**config.mk**
```make
export PLATFORM = sky130hd
export DESIGN_NAME = demux_queue_16
export DESIGN_NICKNAME = d
export VERILOG_FILES = /design/src/rtl/demux_queue_16.sv
export SDC_FILE = /design/constraint.sdc
export NUM_CORES = 1
export LEC_CHECK = 0
export ABC_AREA = 1
export BUFFER_PORTS_ARGS = -buffer_cell sky130_fd_sc_hd__buf_2
export CORE_UTILIZATION = 50
export DETAILED_ROUTE_END_ITERATION = 10
export GPL_ROUTABILITY_DRIVEN = 0
export PLACE_DENSITY = 0.8
export SLEW_MARGIN = 20
export SYNTH_ARGS = -nofsm -noshare
export SYNTH_HDL_FRONTEND = slang
export SYNTH_HIERARCHICAL = 1
export SYNTH_SLANG_ARGS = --single-unit
```
**constraint.sdc**
```tcl
create_clock -name clk -period 1.8 [get_ports clk]
set_input_delay 0.18 -clock clk [delete_from_list [all_inputs] [get_ports clk]]
set_output_delay 0.18 -clock clk [all_outputs]
set_load 0.005 [all_outputs]
```
**src/rtl/demux_queue_16.sv**
```systemverilog
// demux_queue_16: steers one 16-bit word stream into two independent
// valid/ready output queues (A when in_sel = 0, B when in_sel = 1).
// A stalled consumer only back-pressures words aimed at its own queue.
// Optional build macro DEMUX_COUNT_EN adds per-queue push counters
// (cnt_a, cnt_b) that wrap at 16 bits.

// Small synchronous FIFO used for each destination queue.
module demux_queue_16_fifo #(
    parameter int WIDTH = 16,
    parameter int DEPTH = 2,
    parameter int PTR_W = 1
) (
    input  logic             clk,
    input  logic             rst,
    input  logic             push,
    input  logic [WIDTH-1:0] wdata,
    input  logic             pop,
    output logic [WIDTH-1:0] rdata,
    output logic             valid,
    output logic             full
);

    logic [WIDTH-1:0] mem [DEPTH];
    logic [PTR_W-1:0] wr_ptr;
    logic [PTR_W-1:0] rd_ptr;
    logic [PTR_W:0]   count;

    // Storage write: clear everything on reset, otherwise write at the tail.
    always_ff @(posedge clk) begin
        if (rst) begin
            for (int i = 0; i < DEPTH; i++) begin
                mem[i] <= '0;
            end
        end else if (push) begin
            mem[wr_ptr] <= wdata;
        end
    end

    // Pointer bookkeeping; DEPTH is a power of two so the pointers wrap naturally.
    always_ff @(posedge clk) begin
        if (rst) begin
            wr_ptr <= '0;
            rd_ptr <= '0;
        end else begin
            if (push) begin
                wr_ptr <= wr_ptr + PTR_W'(1);
            end
            if (pop) begin
                rd_ptr <= rd_ptr + PTR_W'(1);
            end
        end
    end

    // Occupancy tracking; a simultaneous push and pop leaves the count unchanged.
    always_ff @(posedge clk) begin
        if (rst) begin
            count <= '0;
        end else begin
            case ({push, pop})
                2'b10:   count <= count + (PTR_W+1)'(1);
                2'b01:   count <= count - (PTR_W+1)'(1);
                default: count <= count;
            endcase
        end
    end

    // Head of queue and status flags derived from the registered state.
    always_comb begin
        rdata = mem[rd_ptr];
        valid = (count != '0);
        full  = (count == (PTR_W+1)'(DEPTH));
    end

endmodule

// Top level: routing, back-pressure and the optional push counters.
module demux_queue_16 #(
    parameter int WIDTH = 16,
    parameter int DEPTH = 2,
    parameter int PTR_W = 1
) (
    input  logic             clk,
    input  logic             rst,
    input  logic [WIDTH-1:0] in_data,
    input  logic             in_sel,
    input  logic             in_valid,
    output logic             in_ready,
    output logic [WIDTH-1:0] a_data,
    output logic             a_valid,
    input  logic             a_ready,
    output logic [WIDTH-1:0] b_data,
    output logic             b_valid,
    input  logic             b_ready
`ifdef DEMUX_COUNT_EN
    ,
    output logic [15:0]      cnt_a,
    output logic [15:0]      cnt_b
`endif
);

    logic full_a;
    logic full_b;
    logic push_a;
    logic push_b;
    logic pop_a;
    logic pop_b;

    // Back-pressure follows only the selected queue's full flag, so the
    // producer sees a stable ready that never depends on in_valid or on
    // the consumers' ready inputs.
    always_comb begin
        in_ready = in_sel ? !full_b : !full_a;
        push_a   = in_valid && in_ready && !in_sel;
        push_b   = in_valid && in_ready &&  in_sel;
        pop_a    = a_valid && a_ready;
        pop_b    = b_valid && b_ready;
    end

    demux_queue_16_fifo #(
        .WIDTH (WIDTH),
        .DEPTH (DEPTH),
        .PTR_W (PTR_W)
    ) u_queue_a (
        .clk   (clk),
        .rst   (rst),
        .push  (push_a),
        .wdata (in_data),
        .pop   (pop_a),
        .rdata (a_data),
        .valid (a_valid),
        .full  (full_a)
    );

    demux_queue_16_fifo #(
        .WIDTH (WIDTH),
        .DEPTH (DEPTH),
        .PTR_W (PTR_W)
    ) u_queue_b (
        .clk   (clk),
        .rst   (rst),
        .push  (push_b),
        .wdata (in_data),
        .pop   (pop_b),
        .rdata (b_data),
        .valid (b_valid),
        .full  (full_b)
    );

`ifdef DEMUX_COUNT_EN
    // Per-queue count of accepted words, free-running modulo 2^16.
    always_ff @(posedge clk) begin
        if (rst) begin
            cnt_a <= '0;
            cnt_b <= '0;
        end else begin
            if (push_a) begin
                cnt_a <= cnt_a + 16'd1;
            end
            if (push_b) begin
                cnt_b <= cnt_b + 16'd1;
            end
        end
    end
`endif

endmodule

```
# ---- Word-level counts from Yosys, hierarchy flattened
# Memory sizes are Yosys's and may differ from the RTL's. A register that Yosys moved wholly into a read port is not among the register bits.
# Cells that the tools add are included.
dict set report op_classes {
  eq_ne 6
  reduce_logical 14
  add_sub_neg 8
  n_mux 21
}
# operator count
set op_table {}
lappend op_table {{$mux W16} 2}
lappend op_table {{$reduce_or A16 Y1} 2}
lappend op_table {{$mux W1} 17}
lappend op_table {{$eq A2 B2 Y1 const B} 4}
lappend op_table {{$pmux W2 S2} 2}
lappend op_table {{$reduce_bool A2 Y1} 4}
lappend op_table {{$logic_and A1 B1 Y1} 5}
lappend op_table {{$add A1 B1 Y1 const B} 4}
lappend op_table {{$add A2 B1 Y2 const B} 2}
lappend op_table {{$eq A2 B1 Y1 const B} 2}
lappend op_table {{$sub A2 B1 Y2 const B} 2}
lappend op_table {{$logic_not A1 Y1} 3}
dict set report word_totals {
  out_inout_bits 35
  n_memories 2
  inputBits 22
  ramBits 64
  regBits 8
}
# name words width rd rd_clocked_by_memory_dff write_ports line_no
set memory_table {}
lappend memory_table {u_queue_a.mem 2 16 1 1 2 23} ;# logic [WIDTH-1:0] mem [DEPTH];
lappend memory_table {u_queue_b.mem 2 16 1 1 2 23}

# ---- Logic depth before layout (Yosys ltp)
# Gate-level depths: netlist (run 1).
dict set report depth {
  ltp_word 10
  ltp_mapped 12
}

# ---- By module
# The synthesis (run 1) kept the hierarchy.
# module area_per_inst_um2 cells_per_inst instances
set modules_own_cells {}
lappend modules_own_cells {demux_queue_16_fifo 1617.8 135 2}
lappend modules_own_cells {demux_queue_16 53.8 13 1}

# ---- Worst setup path after synthesis (run 1)
# Ideal clock, no wire load.
dict set report synth_path {
  kind {reg-to-reg}
  startpoint {register u_queue_b.count[1]}
  endpoint {memory u_queue_b.mem[0][0], enable pin}
  stages_incl_launch_ff 11
  setup_slack_ns 0.010
  t_required_ns 1.428
  setup_ns 0.372
  arrival_ns 1.419
  cell_sequence {dfxtp_1 -> inv_1 -> nor2_1 -> inv_1 -> nand2_1 -> nor2_1 -> inv_1 -> nor2_2 -> nand2_2 -> buf_6 -> nand2_1}
}
# item line_no
set synth_lines {}
lappend synth_lines {{start, declared} 26} ;# logic [PTR_W:0] count;
lappend synth_lines {{start signal, assigned} 60} ;# 2'b10: count <= count + (PTR_W+1)'(1);
lappend synth_lines {{start signal, assigned} 61} ;# 2'b01: count <= count - (PTR_W+1)'(1);
lappend synth_lines {{start signal, assigned} 62} ;# default: count <= count;
lappend synth_lines {{end, declared} 23}

==> qor.csv, run 1 <==
metric,value,unit
status,"finished, final reports clean",
"FFs w/ async S/R, synth",0,%
share of layout cells above drive strength 1,34.5,%
CTS tree,done,
crit path time final,1.61,ns
"flops & latches, synth",74,
I/O pins,57,
Total GRT Usage,18.8,%
core area,6350,um2
Netlist cell types,19,
maximum clock frequency,622,MHz
final WL,6.08,mm
Post-Syn Area per Cell,11.6,um2
NumNets Final,376,
"Net Count, Synth",307,
clk slew on worst S/H paths,0.07,ns
CTS sink cnt,74,
cells after synthesis,283,
crit-path cells,"buf_4, mux2_2, buf_2",
total gr overflow,0,
Synth warnings,6,
Crit path required time,1.62,ns
H-tree depth,3,
initial antenna violation count,0,
leakage,1.82,nW
post-DP HPWL,4.29,mm
R2R setup slack,0.24,ns
Worst-Skew Late Latency,0.34,ns
die height,83.1,um
first-pass GRT wire length,9.83,mm
hold path start,rst,
post-route antenna net violation count,0,
Max VDD drop,0.586,mV
Post-Syn Area,3290,um2
Final setup viols,0,
vias in the first global route,2165,
Post-synth top cells,"nor2_1 (79), edfxtp_1 (64), inv_1 (48)",
Fin. Hold Viols,0,
Max-Cap Viols,0,
R2R cell count,12,
Iter 0 DRT Violations,101,
number of fill cells in the layout,514,
kind of end point of the critical path,output port,
DRC Markers,0,
Hold Path Class,in -> reg,
hold_buf cts,0,
Initial Utilization,51.8,%
die area,6910,um2
Worst R2R End,u_queue_b/count[1],
Vias/cell,4.97,
final non-filler cell total,434,
largest net degree at the start of global routing,18,
Max-Slew Margin vs Limit,84.6,%
"Primary FF master, synth",edfxtp_1,
WP data arrival,1.43,ns
area grow syn2layout,18.9,%
cts bufs inserted,9,
row count,29,
top cell type's share of synthesized area,58.4,%
IO Port Bufs,56,
Crit-path slowest cell,mux2_2,
setup TNS,0,ns
clock buffer depth,2,
Synth area leaders,"edfxtp_1 (58%), mux2_2 (10%), nor2_1 (9.0%)",
Tcrit/Tclk final,89.4,%
antenna cell count,0,
setup bufs post-CTS,0,
"Largest stage delay, worst path",0.39,ns
worst r2r src,u_queue_b/count[1],
DIE WIDTH,83.1,um
Placed Cells,418,
"count leader, synth",nor2_1,
worst-path fanout max,16,
detailed-route via count,2159,
"EDFF count, synth",64,
Root Driver,clkbuf_8,
CTS resizes,0,
worst slew pin tran,0.231,ns
hold path depth,2,
register area share after synthesis,64.5,%
DR WL/cell,14.0,um
Setup crit start kind,register,
Pre-antenna DRT Iters,4,
Worst Skew,0.00608,ns
Max Slew Vio Count,0,
critical path class,reg -> out,
RSZ-0062 raised after global routing,no,
pwr dens,1080,nW/um2
biggest area consumer among synthesized cells,edfxtp_1,
through the flow:
step	setup slack [ns]	util (%)	instance area (um2)	total power, mW	hold WS, ns
4_1_cts	0.168	61.6	3910	4.27	0.0769
5_1_grt	0.0718	61.6	3910	4.40	0.0894
3_5_place_dp	0.257	57.8	3670	2.73	0.443
2_1_floorplan	0.00988	-	3290	2.51	0.252
3_3_place_gp	0.351	57.8	3670	2.71	0.442
6_report	0.191	61.6	3910	4.23	0.0916
worst max-delay path by stage:
stage | endpoint | from | slack (ns)
finish | a_data[3] | register | 0.19
global route | u_queue_b/count[1] | u_queue_b/count[1] | 0.07
CTS | a_data[3] | register | 0.17
detailed placement | u_queue_a/count[1] | u_queue_a/count[1] | 0.26
global placement | u_queue_a/count[1] | u_queue_a/count[1] | 0.35
floorplan | u_queue_b/mem[0][0] | u_queue_b/count[1] | 0.01
power breakdown:
part	switching [mW]	internal [mW]
Clock	0.615	0.926
Combinational	0.345	0.314
Sequential	0.0446	1.99
Total	1.00	3.23
logic make-up (layout without fill, tap and decap cells):
group	after synthesis	in the layout	share of synthesized area [%]
xor+xnor	2	2	0.533
simple gates	111	111	13.7
flops	74	74	64.5
compound gates	4	4	0.609
fa+ha+maj	2	2	0.761
mux	32	32	11.2
buf+inv	58	132	8.67
flip-flops by register name (all words and copies together) (netlist names), named ones only:
signal	cells
u_queue_a/wr_ptr	1
u_queue_a/count	2
u_queue_b/rd_ptr	1
u_queue_b/count	2
u_queue_a/rd_ptr	1
u_queue_b/wr_ptr	1
u_queue_b/mem	32
u_queue_a/mem	32
per-layer routing:
layer	vias to the layer above	part of all wire (%)	track usage (%)
met5	-	0	0
met1	1036	41	22.2
met4	0	1.9	9.09
li1	1049	-	-
met2	64	52	32.6
met3	10	5.0	4.08
layout by cell type, fill, tap and decap left out, types with 3 or more instances in the layout:
cell	instances
clkbuf_8	9
buf_2	56
nor2_1	79
dfxtp_1	10
bufinv_16	3
inv_1	48
buf_4	8
nor2_2	3
nand2_2	3
nand2_1	20
edfxtp_1	64
mux2_2	30
worst max-delay path, delay by kind of cell, from the launching register on:
| family | cells | cell delay [ns] |
|---|---|---|
| multiplexers | 1 | 0.39 |
| buffers and inverters | 2 | 0.37 |
| flip-flops | 1 | 0.32 |
cell type report:
type	instances	area [um2]	share of cell area [%]
clock buffer	10	128	3.26
multi-input combinational	151	882	22.6
sequential	74	2120	54.3
tap	77	96.3	2.46
timing repair buffer	66	380	9.72
clock inverter	6	115	2.94
inverter	50	188	4.80
Power figures use the tool's default switching activity.
==> run 2, diff against run 1 <==
Settings changed: CAP_MARGIN set to 10, REMOVE_ABC_BUFFERS set to 1.
==> qor.csv, run 2 (same netlist as run 1, synthesis figures left out) <==
metric,value,unit,change
DRC Markers,0,,unchanged
maximum clock frequency,627,MHz,+0.91%
post-DP HPWL,4.11,mm,-4.2%
Crit-path slowest cell,mux2_2,,
Fin. Hold Viols,0,,unchanged
clock buffer depth,2,,unchanged
CTS resizes,0,,unchanged
Tcrit/Tclk final,88.6,%,-0.81 points
number of fill cells in the layout,505,,-1.8%
hold_buf cts,0,,unchanged
antenna cell count,0,,unchanged
worst-path fanout max,16,,unchanged
status,"finished, final reports clean",,
Hold Path Class,in -> reg,,
CTS tree,done,,
DR WL/cell,13.9,um,-0.99%
leakage,1.82,nW,-0.28%
die height,83.1,um,unchanged
post-route antenna net violation count,0,,unchanged
CTS sink cnt,74,,unchanged
crit-path cells,"buf_4, mux2_2, buf_2",,
Top Registers,"u_queue_a/mem x32, u_queue_b/mem x32",,
Iter 0 DRT Violations,118,,+17%
Total GRT Usage,18.6,%,-0.22 points
setup TNS,0,ns,unchanged
Worst Skew,0.00605,ns,-0.0000238 ns
"commonest non-fill, non-tap cell in the layout",nor2_1,,
"Power, Total",4.20,mW,-0.80%
Storage cell area,2120,um2,unchanged
H-tree depth,3,,unchanged
Final setup viols,0,,unchanged
Root Driver,clkbuf_8,,
worst r2r src,u_queue_b/count[0],,
hold path start,rst,,
Setup crit start kind,register,,
IO Port Bufs,56,,unchanged
"Largest stage delay, worst path",0.39,ns,about the same
Max VDD drop,0.623,mV,+6.4%
R2R setup slack,0.24,ns,about the same
I/O pins,57,,unchanged
share of layout cells above drive strength 1,33.9,%,-0.56 points
critical path class,reg -> out,,
Worst-Skew Late Latency,0.34,ns,about the same
crit path time final,1.59,ns,-0.0145 ns
area of the multi-input gates,882,um2,unchanged
worst slew pin tran,0.232,ns,+0.00163 ns
setup bufs post-CTS,0,,unchanged
first-pass GRT wire length,9.58,mm,-2.5%
Crit path required time,1.62,ns,about the same
Placed Cells,418,,unchanged
pwr dens,1080,nW/um2,-0.54%
kind of end point of the critical path,output port,,
DIE WIDTH,83.1,um,unchanged
largest net degree at the start of global routing,18,,unchanged
core area,6350,um2,unchanged
Setup crit end,a_data[13],,
final non-filler cell total,434,,unchanged
WP data arrival,1.41,ns,-0.02 ns
clk slew on worst S/H paths,0.07,ns,about the same
area grow syn2layout,18.6,%,
"commonest non-fill, non-tap cells in the layout","nor2_1 (79), edfxtp_1 (64), buf_2 (56)",,
NumNets Final,376,,unchanged
Max Slew Vio Count,0,,unchanged
Worst R2R End,u_queue_b/count[1],,
Pre-antenna DRT Iters,4,,unchanged
minimum hold slack,0.0956,ns,+0.00408 ns
Max-Cap Viols,0,,unchanged
R2R cell count,11,,-1
total gr overflow,0,,unchanged
Initial Utilization,51.8,%,unchanged
RSZ-0062 raised after global routing,no,,
Vias/cell,4.84,,-2.7%
Max-Slew Margin vs Limit,84.5,%,-0.11 points
row count,29,,unchanged
vias in the first global route,2029,,-6.3%
initial antenna violation count,0,,unchanged
final WL,6.02,mm,-0.99%
cts bufs inserted,9,,unchanged
detailed-route via count,2100,,-2.7%
die area,6910,um2,unchanged
-- run 2: cell counts in the layout (fill, tap and decap cells not counted) --
Identical to the previous run, type by type.
-- run 2: routing by layer --
layer  vias up  GRT usage (%)  share of wire, %
met2        59           30.8                49
li1       1047              -                 -
met4         0           7.52               1.4
met3        10           6.16               6.0
met5         -              0                 0
met1       984           22.4                43
-- run 2: layout make-up --
cell class	count	share of cell area (%)
multi-input combinational	151	22.6
inverter	50	4.81
clock inverter	6	2.69
sequential	74	54.4
clock buffer	10	3.27
timing repair buffer	66	9.75
tap	77	2.47
-- run 2: per-stage QoR --
stage / setup WS [ns] / util (%) / instance area, um2
after floorplan: 0.0567 / - / 3190
after global placement: 0.347 / 57.8 / 3670
after detailed placement: 0.290 / 57.8 / 3670
after CTS: 0.182 / 61.4 / 3900
after global routing: 0.129 / 61.4 / 3900
final: 0.206 / 61.4 / 3900
-- run 2: power breakdown --
group	internal, mW	total [mW]	switching [mW]	leakage, nW
clock	0.912	1.51	0.599	0.112
combinational	0.314	0.655	0.341	0.960
sequential	1.99	2.03	0.0448	0.748
-- run 2: how the worst min path moves through the flow --
stage | endpoint | slack, ns | cells past startpoint
floorplan | register | 0.25 | 1
global placement | u_queue_b/rd_ptr | 0.44 | 2
detailed placement | register | 0.45 | 2
CTS | register | 0.08 | 2
global route | u_queue_a/rd_ptr | 0.09 | 2
finish | register | 0.1 | 2
-- run 2: worst max-delay path, delay by kind of cell, from the launching register on --
| family | cells | cell delay [ns] |
|---|---|---|
| buf+inv | 2 | 0.37 |
| flops | 1 | 0.31 |
| mux | 1 | 0.39 |
==> run 3, diff against run 2 <==
Settings changed: CELL_PAD_IN_SITES_DETAIL_PLACEMENT set to 0, CELL_PAD_IN_SITES_GLOBAL_PLACEMENT set to 1, CORE_UTILIZATION 50 to 47, PLACE_DENSITY 0.8 to 0.89.
Clock period 1.8 ns to 1.97 ns, I/O delays scaled along.
==> qor.csv, run 3 (same netlist as run 1, synthesis figures left out) <==
metric,value,unit,change
status,"finished, final reports clean",,
Crit path required time,1.77,ns,+0.15 ns
CTS sink cnt,74,,unchanged
I/O pins,57,,unchanged
first-pass GRT wire length,9.38,mm,-2.1%
Fin. Hold Viols,0,,unchanged
critical path class,reg -> out,,
maximum clock frequency,620,MHz,
Setup crit start kind,register,,
CTS resizes,0,,unchanged
cts bufs inserted,9,,unchanged
Worst-Skew Late Latency,0.35,ns,about the same
design area,3900,um2,about the same
total gr overflow,0,,unchanged
Max VDD drop,0.493,mV,-21%
area grow syn2layout,18.5,%,about the same
worst setup margin,0.357,ns,+0.151 ns
hold path start,rst,,
Top Registers,"u_queue_a/mem x32, u_queue_b/mem x32",,
antenna cell count,0,,unchanged
Placed Cells,437,,+4.5%
Root Driver,clkbuf_8,,
Iter 0 DRT Violations,81,,-31%
Initial Utilization,48.4,%,-3.4 points
setup TNS,0,ns,unchanged
WP data arrival,1.42,ns,about the same
DR WL/cell,13.2,um,-5.0%
post-route antenna net violation count,0,,unchanged
hold_buf cts,0,,unchanged
worst-path fanout max,16,,unchanged
leakage,1.81,nW,-0.46%
Total GRT Usage,17.3,%,-1.3 points
final non-filler cell total,452,,+4.1%
minimum hold slack,0.102,ns,+0.00629 ns
H-tree depth,3,,unchanged
fin util,57.4,%,-4.1 points
"commonest non-fill, non-tap cell in the layout",nor2_1,,
clock buffer depth,2,,unchanged
CTS tree,done,,
detailed-route via count,2097,,-0.14%
die area,7340,um2,+6.2%
"Power, Total",3.81,mW,-9.3%
pwr dens,977,nW/um2,-9.2%
Pre-antenna DRT Iters,4,,unchanged
Vias/cell,4.64,,-4.1%
Final setup viols,0,,unchanged
RSZ-0062 raised after global routing,no,,
placed standard-cell area,3670,um2,about the same
Tcrit/Tclk final,81.9,%,
crit path time final,1.61,ns,
final WL,5.96,mm,-1.0%
share of layout cells above drive strength 1,34.3,%,+0.38 points
largest net degree at the start of global routing,18,,unchanged
DIE WIDTH,85.7,um,+3.1%
Setup WS pre-CTS,0.442,ns,+0.152 ns
worst slew pin tran,0.239,ns,+0.00722 ns
row count,30,,+3.4%
post-DP HPWL,4.01,mm,-2.5%
core area,6790,um2,+7.0%
IO Port Bufs,56,,unchanged
worst r2r src,u_queue_b/count[0],,
Hold Path Class,in -> reg,,
Max Slew Vio Count,0,,unchanged
die height,85.7,um,+3.1%
"commonest non-fill, non-tap cells in the layout","nor2_1 (79), edfxtp_1 (64), buf_2 (56)",,
Worst Skew,0.00795,ns,+0.00190 ns
DRC Markers,0,,unchanged
Max-Cap Viols,0,,unchanged
Max-Slew Margin vs Limit,84.0,%,-0.48 points
NumNets Final,376,,unchanged
kind of end point of the critical path,output port,,
clk slew on worst S/H paths,0.07,ns,about the same
vias in the first global route,2049,,+0.99%
setup bufs post-CTS,0,,unchanged
initial antenna violation count,0,,unchanged
==> run 3: cell count changes in the layout (fill, tap and decap cells not counted) <==
cell | previous run | this run
buf_12 | 2 | 0
buf_4 | 8 | 10
clkbuf_1 | 1 | 0
clkinv_1 | 2 | 1
clkinv_2 | 0 | 1
==> run 3: path summary, 6_finish.rpt <==
kind | end | slack, ns | cells past startpoint
worst max-delay path | a_data[4] | 0.36 | 3
worst max register to register | u_queue_b/mem[0][3] | 0.42 | 9
worst min register to register | u_queue_b/count[1] | 0.50 | 2
worst min-delay path | register | 0.10 | 2
==> run 3: report_power, final <==
group / switching [mW] / internal (mW) / leakage [nW]
clock: 0.538 / 0.827 / 0.113
combinational: 0.308 / 0.280 / 0.951
sequential: 0.0400 / 1.82 / 0.748
total: 0.886 / 2.92 / 1.81
==> run 3: final cells by class <==
type	instances	area, um2
clock inverter	6	106
clock buffer	9	124
tap	96	120
fill	584	2900
sequential	74	2120
timing repair buffer	66	355
inverter	50	188
multi-input combinational	151	882
==> run 3: critical path, cell delays in order, from the launching register on <==
cell     delay, ns
dfxtp_1       0.31
buf_4         0.24
mux2_2        0.38
buf_2         0.13
==> run 3: routing by layer <==
layer	global-route usage, %	wire length (um)	up-vias
met3	4.33	299	12
met2	28.7	2820	65
met4	9.39	174	0
li1	-	-	1048
met1	20.9	2670	972
met5	0	0	-
